<file path="config.mk">
export PLATFORM = sky130hd
export DESIGN_NAME = cam_subarray_seq
export DESIGN_NICKNAME = d
export VERILOG_FILES = /design/src/rtl/cam_pkg.sv /design/src/rtl/cam_row_array.sv /design/src/rtl/cam_subarray_seq.sv
export SDC_FILE = /design/constraint.sdc
export NUM_CORES = 2
export LEC_CHECK = 0
export BUFFER_PORTS_ARGS = -buffer_cell sky130_fd_sc_hd__buf_4
export CAP_MARGIN = 20
export CELL_PAD_IN_SITES_DETAIL_PLACEMENT = 1
export CELL_PAD_IN_SITES_GLOBAL_PLACEMENT = 2
export CORE_UTILIZATION = 25
export DETAILED_ROUTE_END_ITERATION = 7
export GPL_TIMING_DRIVEN = 0
export HOLD_SLACK_MARGIN = 0.08
export PLACE_DENSITY = 0.52
export SLEW_MARGIN = 25
export SYNTH_ARGS = -nofsm -noshare
export SYNTH_HDL_FRONTEND = slang
export SYNTH_SLANG_ARGS = --single-unit
</file>
<file path="constraint.sdc">
create_clock -name CLK -period 2.8 [get_ports CLK]
set_input_delay 0.28 -clock CLK [delete_from_list [all_inputs] [get_ports CLK]]
set_output_delay 0.28 -clock CLK [all_outputs]
set_load 0.03 [all_outputs]
</file>
<file path="src/rtl/cam_pkg.sv">
// Shared types and default geometry for the CAM sub-array: opcodes, FSM encoding and sizes.
package cam_pkg;

  localparam int unsigned DefCols     = 32;
  localparam int unsigned DefDataRows = 32;
  localparam int unsigned DefMetaRows = 8;

  typedef enum logic [2:0] {
    OpWrite     = 3'b000,
    OpUpdate    = 3'b001,
    OpSearch    = 3'b010,
    OpTagUpdate = 3'b011,
    OpAccClr    = 3'b100
  } cam_op_e;

  typedef enum logic [1:0] {
    StIdle  = 2'b00,
    StChain = 2'b01,
    StHold  = 2'b10
  } cam_state_e;

endpackage

</file>
<file path="src/rtl/cam_row_array.sv">
// Row storage: one synchronous write port, one combinational read port, async clear.
module cam_row_array #(
  parameter int unsigned Cols = 32,
  parameter int unsigned Rows = 40,
  parameter int unsigned Aw   = 6
) (
  input  logic            clk_i,
  input  logic            rst_ni,
  input  logic            we_i,
  input  logic [Aw-1:0]   waddr_i,
  input  logic [Cols-1:0] wdata_i,
  input  logic [Aw-1:0]   raddr_i,
  output logic [Cols-1:0] rdata_o
);

  logic [Cols-1:0] mem_q [Rows];

  always_ff @(posedge clk_i or negedge rst_ni) begin
    if (!rst_ni) begin
      for (int i = 0; i < int'(Rows); i++) mem_q[i] <= '0;
    end else if (we_i && (int'(waddr_i) < int'(Rows))) begin
      mem_q[waddr_i] <= wdata_i;
    end
  end

  // Addresses beyond the populated rows read as zero.
  always_comb begin
    rdata_o = '0;
    if (int'(raddr_i) < int'(Rows)) rdata_o = mem_q[raddr_i];
  end

endmodule

</file>
<file path="src/rtl/cam_subarray_seq.sv">
// Sequenced CAM sub-array: AND-chained bit searches over stored rows with a tag/OR accumulator.
module cam_subarray_seq
  import cam_pkg::*;
#(
  parameter int unsigned COLS      = DefCols,
  parameter int unsigned DATA_ROWS = DefDataRows,
  parameter int unsigned META_ROWS = DefMetaRows,
  localparam int unsigned ROW_AW   = $clog2(DATA_ROWS + META_ROWS)
) (
  input  logic              CLK,
  input  logic              RSTN,
  input  logic              chip_enable,
  input  logic              cmd_valid,
  output logic              cmd_ready,
  input  logic [2:0]        cmd_op,
  input  logic [ROW_AW-1:0] cmd_row,
  input  logic [COLS-1:0]   cmd_data,
  input  logic [COLS-1:0]   cmd_mask,
  input  logic              cmd_bit,
  input  logic              cmd_last,
  input  logic              acc_en,
  output logic              rsp_valid,
  input  logic              rsp_ready,
  output logic [COLS-1:0]   rsp_tag,
  output logic [COLS-1:0]   rsp_acc,
  output logic              err
);

  localparam int unsigned NumRows = DATA_ROWS + META_ROWS;

  cam_state_e state_q, state_d;
  logic [COLS-1:0] chain_q, chain_d;
  logic [COLS-1:0] last_tag_q, last_tag_d;
  logic [COLS-1:0] acc_q, acc_d;
  logic            err_q, err_d;
  logic            rdy_en_q, rdy_en_d;

  logic            accept;
  logic            row_ok;
  cam_op_e         op;
  logic [COLS-1:0] rd_data;
  logic [COLS-1:0] term;
  logic [COLS-1:0] result;
  logic            mem_we;
  logic [COLS-1:0] mem_wdata;

  assign op     = cam_op_e'(cmd_op);
  assign accept = cmd_valid & cmd_ready;
  assign row_ok = int'(cmd_row) < int'(NumRows);
  assign term   = row_ok ? ~(rd_data ^ {COLS{cmd_bit}}) : '0;
  assign result = (state_q == StIdle) ? term : (chain_q & term);

  cam_row_array #(
    .Cols (COLS),
    .Rows (NumRows),
    .Aw   (ROW_AW)
  ) u_rows (
    .clk_i   (CLK),
    .rst_ni  (RSTN),
    .we_i    (mem_we),
    .waddr_i (cmd_row),
    .wdata_i (mem_wdata),
    .raddr_i (cmd_row),
    .rdata_o (rd_data)
  );

  always_ff @(posedge CLK or negedge RSTN) begin
    if (!RSTN) state_q <= StIdle;
    else       state_q <= state_d;
  end

  always_comb begin
    state_d = state_q;
    if (accept && op == OpSearch) begin
      state_d = cmd_last ? StHold : StChain;
    end
    if (state_q == StHold && chip_enable && rsp_ready) state_d = StIdle;
  end

  // cmd_ready stays low out of reset until the first enabled edge.
  always_comb begin
    cmd_ready = chip_enable && rdy_en_q && (state_q != StHold);
    rsp_valid = (state_q == StHold);
    rsp_tag   = last_tag_q;
    rsp_acc   = acc_q;
    err       = err_q;
  end

  always_comb begin
    chain_d    = chain_q;
    last_tag_d = last_tag_q;
    acc_d      = acc_q;
    err_d      = err_q;
    rdy_en_d   = rdy_en_q | chip_enable;
    mem_we     = 1'b0;
    mem_wdata  = cmd_data;
    if (accept) begin
      case (op)
        OpWrite: begin
          mem_we = row_ok;
          err_d  = err_q | ~row_ok;
        end
        OpUpdate: begin
          mem_we    = row_ok;
          mem_wdata = (rd_data & ~cmd_mask) | ({COLS{cmd_bit}} & cmd_mask);
          err_d     = err_q | ~row_ok;
        end
        OpTagUpdate: begin
          mem_we    = row_ok;
          mem_wdata = (rd_data & ~last_tag_q) | ({COLS{cmd_bit}} & last_tag_q);
          err_d     = err_q | ~row_ok;
        end
        OpSearch: begin
          err_d   = err_q | ~row_ok;
          chain_d = result;
          if (cmd_last) begin
            last_tag_d = result;
            if (acc_en) acc_d = acc_q | result;
          end
        end
        OpAccClr: acc_d = '0;
        default:  err_d = 1'b1;
      endcase
    end
  end

  always_ff @(posedge CLK or negedge RSTN) begin
    if (!RSTN) begin
      chain_q    <= '0;
      last_tag_q <= '0;
      acc_q      <= '0;
      err_q      <= 1'b0;
      rdy_en_q   <= 1'b0;
    end else begin
      chain_q    <= chain_d;
      last_tag_q <= last_tag_d;
      acc_q      <= acc_d;
      err_q      <= err_d;
      rdy_en_q   <= rdy_en_d;
    end
  end

endmodule

</file>
Yosys cells after proc, flatten, opt, wreduce, memory -nomap -nowiden
Index checks and enable logic that the tools add are counted.
{"block": "word_totals", "elab_cells": 112, "memories": 0, "ram_bits": 0, "out_inout_bits": 67, "mem_bits_ro": 0, "latchBits": 0, "inputBits": 81, "regBits": 1380}
{"block": "classes", "shifts": 0, "reduce_logical": 17, "n_mux": 20, "n_bitwise": 18, "n_eq_ne": 8, "n_div": 0, "magnitude_cmp": 3, "addsub": 0, "n_mul": 0}
{"operator": "1280-bit bitwise mux", "count": 1}
{"operator": "32-bit two-way mux", "count": 9}
{"operator": "32-bit binary-select mux with 6-bit select", "count": 1}
{"operator": "32-bit demux with 6-bit select", "count": 1}
{"operator": "32-bit AND", "count": 5}
{"operator": "32-bit case mux with 2 select lines", "count": 2}
{"operator": "32-bit NOT", "count": 3}
{"operator": "32-bit OR", "count": 3}
{"operator": "32-bit bitwise XOR", "count": 1}
{"operator": "7-bit >= comparator, second input constant", "count": 1}
{"operator": "1-bit logical AND", "count": 7}
{"operator": "7-bit by 1-bit < comparator with 1-bit output, second input constant", "count": 1}
{"operator": "6-bit NOT with 7-bit output", "count": 1}
{"operator": "3-bit by 2-bit equality test with 1-bit output, second input constant", "count": 2}
{"operator": "6-bit < comparator, second input constant", "count": 1}
{"operator": "2-bit two-way mux", "count": 3}
{"operator": "2-bit inequality test, second input constant", "count": 3}
{"operator": "2-bit AND reduction", "count": 2}
{"operator": "4-bit AND reduction", "count": 1}
{"operator": "2-bit nonzero test", "count": 2}
{"operator": "4-bit OR reduction", "count": 1}
{"operator": "3-bit by 1-bit equality test with 1-bit output, second input constant", "count": 1}
{"operator": "3-bit equality test, second input constant", "count": 1}
{"operator": "3-bit logical NOT", "count": 1}
{"operator": "9 further kinds", "count": 12}

Longest topological paths before layout
{"block": "depth", "ltp_word": 14, "mapped_depth": 13, "ltp_nobuf": 7}

Modules after synthesis
A second synthesis with hierarchy kept.
{"block": "unflattened", "cells_unflattened": 4275, "area_unflattened_um2": 64279.1}
{"module": "cam_row_array", "cells_per_inst": 3825, "n_inst": 1, "area_each_um2": 58543.6}
{"module": "cam_subarray_seq", "cells_per_inst": 450, "n_inst": 1, "area_each_um2": 5735.5}

Worst setup path before layout
Ideal clock, no wire load.
{"block": "synth_timing", "kind": "input to register", "start": "input cmd_row[2]", "end": "register u_rows.mem_q[1011] (netlist name)", "arrival_ps": 2605, "slack_ps": 71, "cell_stages": 12, "n_path_buf": 6, "path_cell_list": "buf_2 buf_2 buf_2 buf_2 clkbuf_1 mux4_2 o21ai_0 inv_2 o31ai_4 o211ai_4 buf_6 mux2_2"}
{"block": "synth_between", "elab_chain_cells": 10, "elab_cells_between_ends": 21, "cone_classes": "3 x order compare; 11 x mux; 5 x bitwise; 2 x reduce/logical"}
{"item": "start, declared", "line": "cam_subarray_seq.sv:16", "rtl": "input logic [ROW_AW-1:0] cmd_row,"}
{"item": "6-bit NOT with 7-bit output (implied by the code)", "line": "cam_row_array.sv:22, cam_row_array.sv:29"}
{"item": "32-bit binary-select mux with 6-bit select", "line": "cam_row_array.sv:29", "rtl": "if (int'(raddr_i) < int'(Rows)) rdata_o = mem_q[raddr_i];"}
{"item": "32-bit two-way mux (implied by the code) (2 in a row)", "line": "cam_row_array.sv:29"}
{"item": "32-bit two-way mux", "line": "cam_row_array.sv:29"}
{"item": "32-bit AND, on equally long branches", "line": "cam_subarray_seq.sv:110, cam_subarray_seq.sv:105"}
{"item": "32-bit OR, on equally long branches", "line": "cam_subarray_seq.sv:110, cam_subarray_seq.sv:105"}
{"item": "32-bit case mux with 2 select lines", "line": "cam_subarray_seq.sv:98", "rtl": "case (op)"}
{"item": "32-bit two-way mux", "line": "cam_subarray_seq.sv:97", "rtl": "if (accept) begin"}
{"item": "1280-bit bitwise mux", "line": "cam_row_array.sv:22", "rtl": "mem_q[waddr_i] <= wdata_i;"}
{"item": "end signal, assigned by index", "line": "cam_row_array.sv:22"}
{"item": "end, declared", "line": "cam_row_array.sv:16", "rtl": "logic [Cols-1:0] mem_q [Rows];"}
Several ways; a longest one is shown, not always the timed one. The select of a mux whose other input is x is not followed.
A chain may end at the register's enable or synchronous reset.

Worst setup path after layout
{"block": "layout_timing", "start": "register u_rows.mem_q[663] (netlist name)", "end": "register u_rows.mem_q[439] (netlist name)"}
{"block": "layout_between", "elab_chain_cells": 9, "elab_cells_between_ends": 11, "cone_classes": "7 x mux; 4 x bitwise"}
{"item": "32-bit binary-select mux with 6-bit select *", "line": "cam_row_array.sv:29"}
{"item": "32-bit two-way mux (implied by the code) * (2 in a row)", "line": "cam_row_array.sv:29"}
{"item": "32-bit two-way mux *", "line": "cam_row_array.sv:29"}
{"item": "32-bit AND, on equally long branches", "line": "cam_subarray_seq.sv:110, cam_subarray_seq.sv:105"}
{"item": "32-bit OR, on equally long branches", "line": "cam_subarray_seq.sv:110, cam_subarray_seq.sv:105"}
{"item": "32-bit case mux with 2 select lines *", "line": "cam_subarray_seq.sv:98"}
{"item": "32-bit two-way mux *", "line": "cam_subarray_seq.sv:97"}
{"item": "1280-bit bitwise mux *", "line": "cam_row_array.sv:22"}
Mark *: on every way between the ends. The rest lies on a longest branch, timed or not. The select of a mux whose other input is x is not followed.

==> results.tsv <==
stage	metric	value	unit
run_status	status	finished, violations left	
run_status	failing checks	DRC, setup timing	
die	Die ar.	255000	sq um
layout	Filler cells	27068	
synthesis	share of the synthesized area in the top cell type	54.6	%
power_and_ir_drop	sw frac	29.5	%
placed_design	DP HPWL	295000	um
synthesis	EDFF count, synth	0	
power_and_ir_drop	Reg power frac	40.9	%
cts	Clock Path Buffers	3	
layout	Layout Cells excl Fill	9689	
sta	period utilization	117	%
route	vias after detailed routing	54913	
synthesis	Synth Flop Type	dfrtp_1	
critical_path	WP data arrival	3.98	ns
power_and_ir_drop	Psw	0.0154	W
layout	fraction of layout cells with a size suffix above 1	36.5	%
die	die width	505	um
synthesis	Syn Inst Count	5612	
power_and_ir_drop	Clk pwr share	44.1	%
power_and_ir_drop	leak pwr	38.0	nW
layout	Area Overhead vs Synth	33.0	%
cts	total CTS buffers	164	
sta	Slew @ Worst Pin	1.02	ns
worst_hold_path	Hold Path Class	input port to async pin	
synthesis	Unique masters post-synth	78	
route	drt total wl	410000	um
cts	clock-pin slew of the registers on the worst-case setup and hold paths	0.06	ns
cts	CTS tree	done	
synthesis	Synth warnings	0	
sta	Hold Fails Final Rpt	0	
critical_path	Setup crit end kind	flop	
synthesis	register area share after synthesis	54.6	%
power_and_ir_drop	PwrDens	621	nW/um^2
synthesis	ys async rst share	100	%
route	WL/cell	42.3	um
route	Detailed Routing Iterations Pass 1	8	
route	DRC errors left	219	
sta	worst clock skew	0.0325	ns
die	IO Pins	148	
sta	post-route setup slack	-0.465	ns
power_and_ir_drop	Pint	0.0368	W
die	Initial Utilization	25.2	%
die	Core Rows	184	
sta	RSZ-0062 raised after global routing	yes	
run	Max-Cap Viols	0	
grt	global-route wire length before repair	539000	um
sta	Max Fclk	306	MHz
sta	Final Max Tran Viols	0	
placed_design	post-place setup slack	-4.02	ns
layout	register area	34500	sq um
sta	setup violators final	608	
critical_path	Worst EP required	3.52	ns
critical_path	CP Class	flop to flop	
placed_design	GPL Wtd Cong	0.934	
grt	largest net degree at the start of global routing	126	
grt	via count of the first global-routing pass	54432	
grt	initial antenna violation count	45	
sta	setup TNS	-63.68	ns
placed_design	Placed Area	70400	sq um
power_and_ir_drop	combinational share of power	15.0	%
placed_design	IO buf count	144	
layout	area of the multi-input gates	28800	sq um
synthesis	flops & latches, synth	1380	
die	core area	251000	sq um
cts	clk_lat worst skew	0.87	ns
synthesis	Mapped Nets	5693	
synthesis	top cells by area, synth	dfrtp_1, mux2_2, a21oi_1	
route	DR iter-0 viols	6314	
die	DIE HEIGHT	505	um
sta	post-layout minimum cycle time	3.26	ns
synthesis	Post-Syn Area	63300	sq um
cts	clock sinks	1380	
layout	Final Cell Area	84100	sq um
synthesis	Avg Cell Area, Syn	11.3	sq um
critical_path	CP max FO	10	
power_and_ir_drop	Peak supply drop	756	uV
route	Post-DRT Antenna Nets	0	
layout	Total Nets Final	6267	
cts	H-Tree Depth	4	
route	drt via density	5.67	
critical_path	startpoint class of the critical path	flop	
synthesis	Yosys top cell by area	dfrtp_1	
grt	gr ovfl total	0	
sta	Slew headroom	32.1	%
placed_design	placed cells	9183	
grt	total global routing track utilization	31.6	%
cts	Root Driver	clkbuf_16	
[path summary, 6_finish.rpt]
check	startpoint	endpoint	slack, ns	cells past startpoint
worst max-delay path	u_rows.mem_q[663]$_DFFE_PN0P_	u_rows.mem_q[439]$_DFFE_PN0P_	-0.46	9
worst min-delay path	RSTN	u_rows.mem_q[748]$_DFFE_PN0P_	0.10	3
worst max register to register	u_rows.mem_q[663]$_DFFE_PN0P_	u_rows.mem_q[439]$_DFFE_PN0P_	-0.46	9
worst min register to register	chain_q[30]$_DFFE_PN0P_	chain_q[30]$_DFFE_PN0P_	0.47	2
max in group asynchronous	RSTN	u_rows.mem_q[424]$_DFFE_PN0P_	0.78	5
min in group CLK	cmd_data[6]	u_rows.mem_q[838]$_DFFE_PN0P_	0.11	5
[metrics by stage]
step / total power [W] / hold slack, ns / util [%]
floorplan: 0.0242 / -0.0156 / -
global placement: 0.0277 / 0.447 / 27.3
detailed placement: 0.0280 / 0.181 / 28.0
CTS: 0.0519 / 0.0823 / 32.7
global route: 0.0534 / 0.0889 / 33.4
finish: 0.0522 / 0.101 / 33.5
[placed cells by master (no fill, tap or decap), types with 74 or more instances in the layout]
cell	instances
a21oi_1	646
mux4_2	98
buf_12	104
nor2_1	722
clkbuf_1	74
buf_4	333
nand2_1	205
clkbuf_2	93
mux2_4	143
o21ai_0	85
dfrtp_1	1379
a221oi_1	102
clkbuf_4	89
buf_6	92
mux2i_1	114
clkbuf_8	91
mux2_2	547
clkbuf_16	182
o31ai_1	91
a31oi_1	92
[worst max-delay path: stages, from the launching register on]
cell,delay [ns]
dfrtp_1,0.38
mux2_4,0.26
a221o_1,0.30
a222oi_1,0.84
o221ai_2,0.17
buf_6,0.18
nor4_4,0.31
o22ai_4,0.18
buf_8,0.21
mux2_4,0.27
[synth_stat cells, drive strengths merged, types with 10 or more instances]
master and instances:
dfrtp 1380, nor2 765, a21oi 709, mux2 690
clkbuf 311, buf 263, nand2 226, a221oi 138
mux2i 129, o21ai 111, a31oi 103, mux4 98
o31ai 94, a22oi 66, o22ai 51, nand3b 44
nand3 39, xnor2 32, a221o 25, a22o 25
nand2b 24, or3b 24, and3b 23, a211oi 19
and3 16, nor3b 16, o2bb2ai 16, o211ai 13
o22a 13, nor3 12, nor4 12, a222oi 11
and2 11, o221ai 10
[what timing repair did]
action                                  CTS  global route
setup buffers                           103            54
hold buffers                             20             3
gates resized for setup                1375           358
endpoints found under the hold margin   663            15
cloned                                   12             7
setup endpoints to repair              1376          1278
pin swaps                                53            53
[registers in the layout, summed over array words and instances (netlist names)]
signal,cells
u_rows.mem_q,1280
rdy_en_q,1
rsp_tag,32
chain_q,32
rsp_acc,32
err,1
state_q,2
[logic make-up (layout without fill, tap and decap cells)]
| group | count (synthesis) | count (layout) | synth area share, % |
|---|---|---|---|
| AOI/OAI and AO/OA | 1459 | 1459 | 14.5 |
| xor gates and xnor gates | 32 | 32 | 0.443 |
| buffers and inverters | 582 | 1282 | 4.03 |
| DFF | 1380 | 1380 | 54.6 |
| muxes | 917 | 917 | 17.8 |
| other | 0 | 29 | 0 |
| and+or+nand+nor | 1242 | 1242 | 8.65 |
[area by class of cell]
| class | instances | area share, % |
|---|---|---|
| Antenna cell | 29 | 0.0862 |
| Buffer | 566 | 7.02 |
| Clock buffer | 246 | 5.81 |
| Clock inverter | 46 | 0.824 |
| Inverter | 8 | 0.0550 |
| Multi-Input combinational cell | 3650 | 34.2 |
| Sequential cell | 1380 | 41.0 |
| Tap cell | 3348 | 4.98 |
| Timing Repair Buffer | 416 | 5.94 |
[metal layers]
layer / vias up / wire [um] / share of wire [%] / global-route usage, %
li1: 21526 / - / - / -
met1: 29618 / 169000 / 41 / 41.6
met2: 3003 / 180000 / 44 / 48.2
met3: 752 / 36100 / 8.8 / 7.56
met4: 14 / 24400 / 5.9 / 16.0
met5: - / 164 / 0.040 / 0
[power groups by stage]
stage,combinational [W],sequential (W),clock [W]
after detailed placement,0.00635,0.0217,0
after global placement,0.00602,0.0217,0
after floorplan,0.00247,0.0217,0
after CTS,0.00732,0.0214,0.0232
after global routing,0.00797,0.0215,0.0239
final,0.00783,0.0214,0.0230
Note: power is estimated with default switching activity, not from simulation.
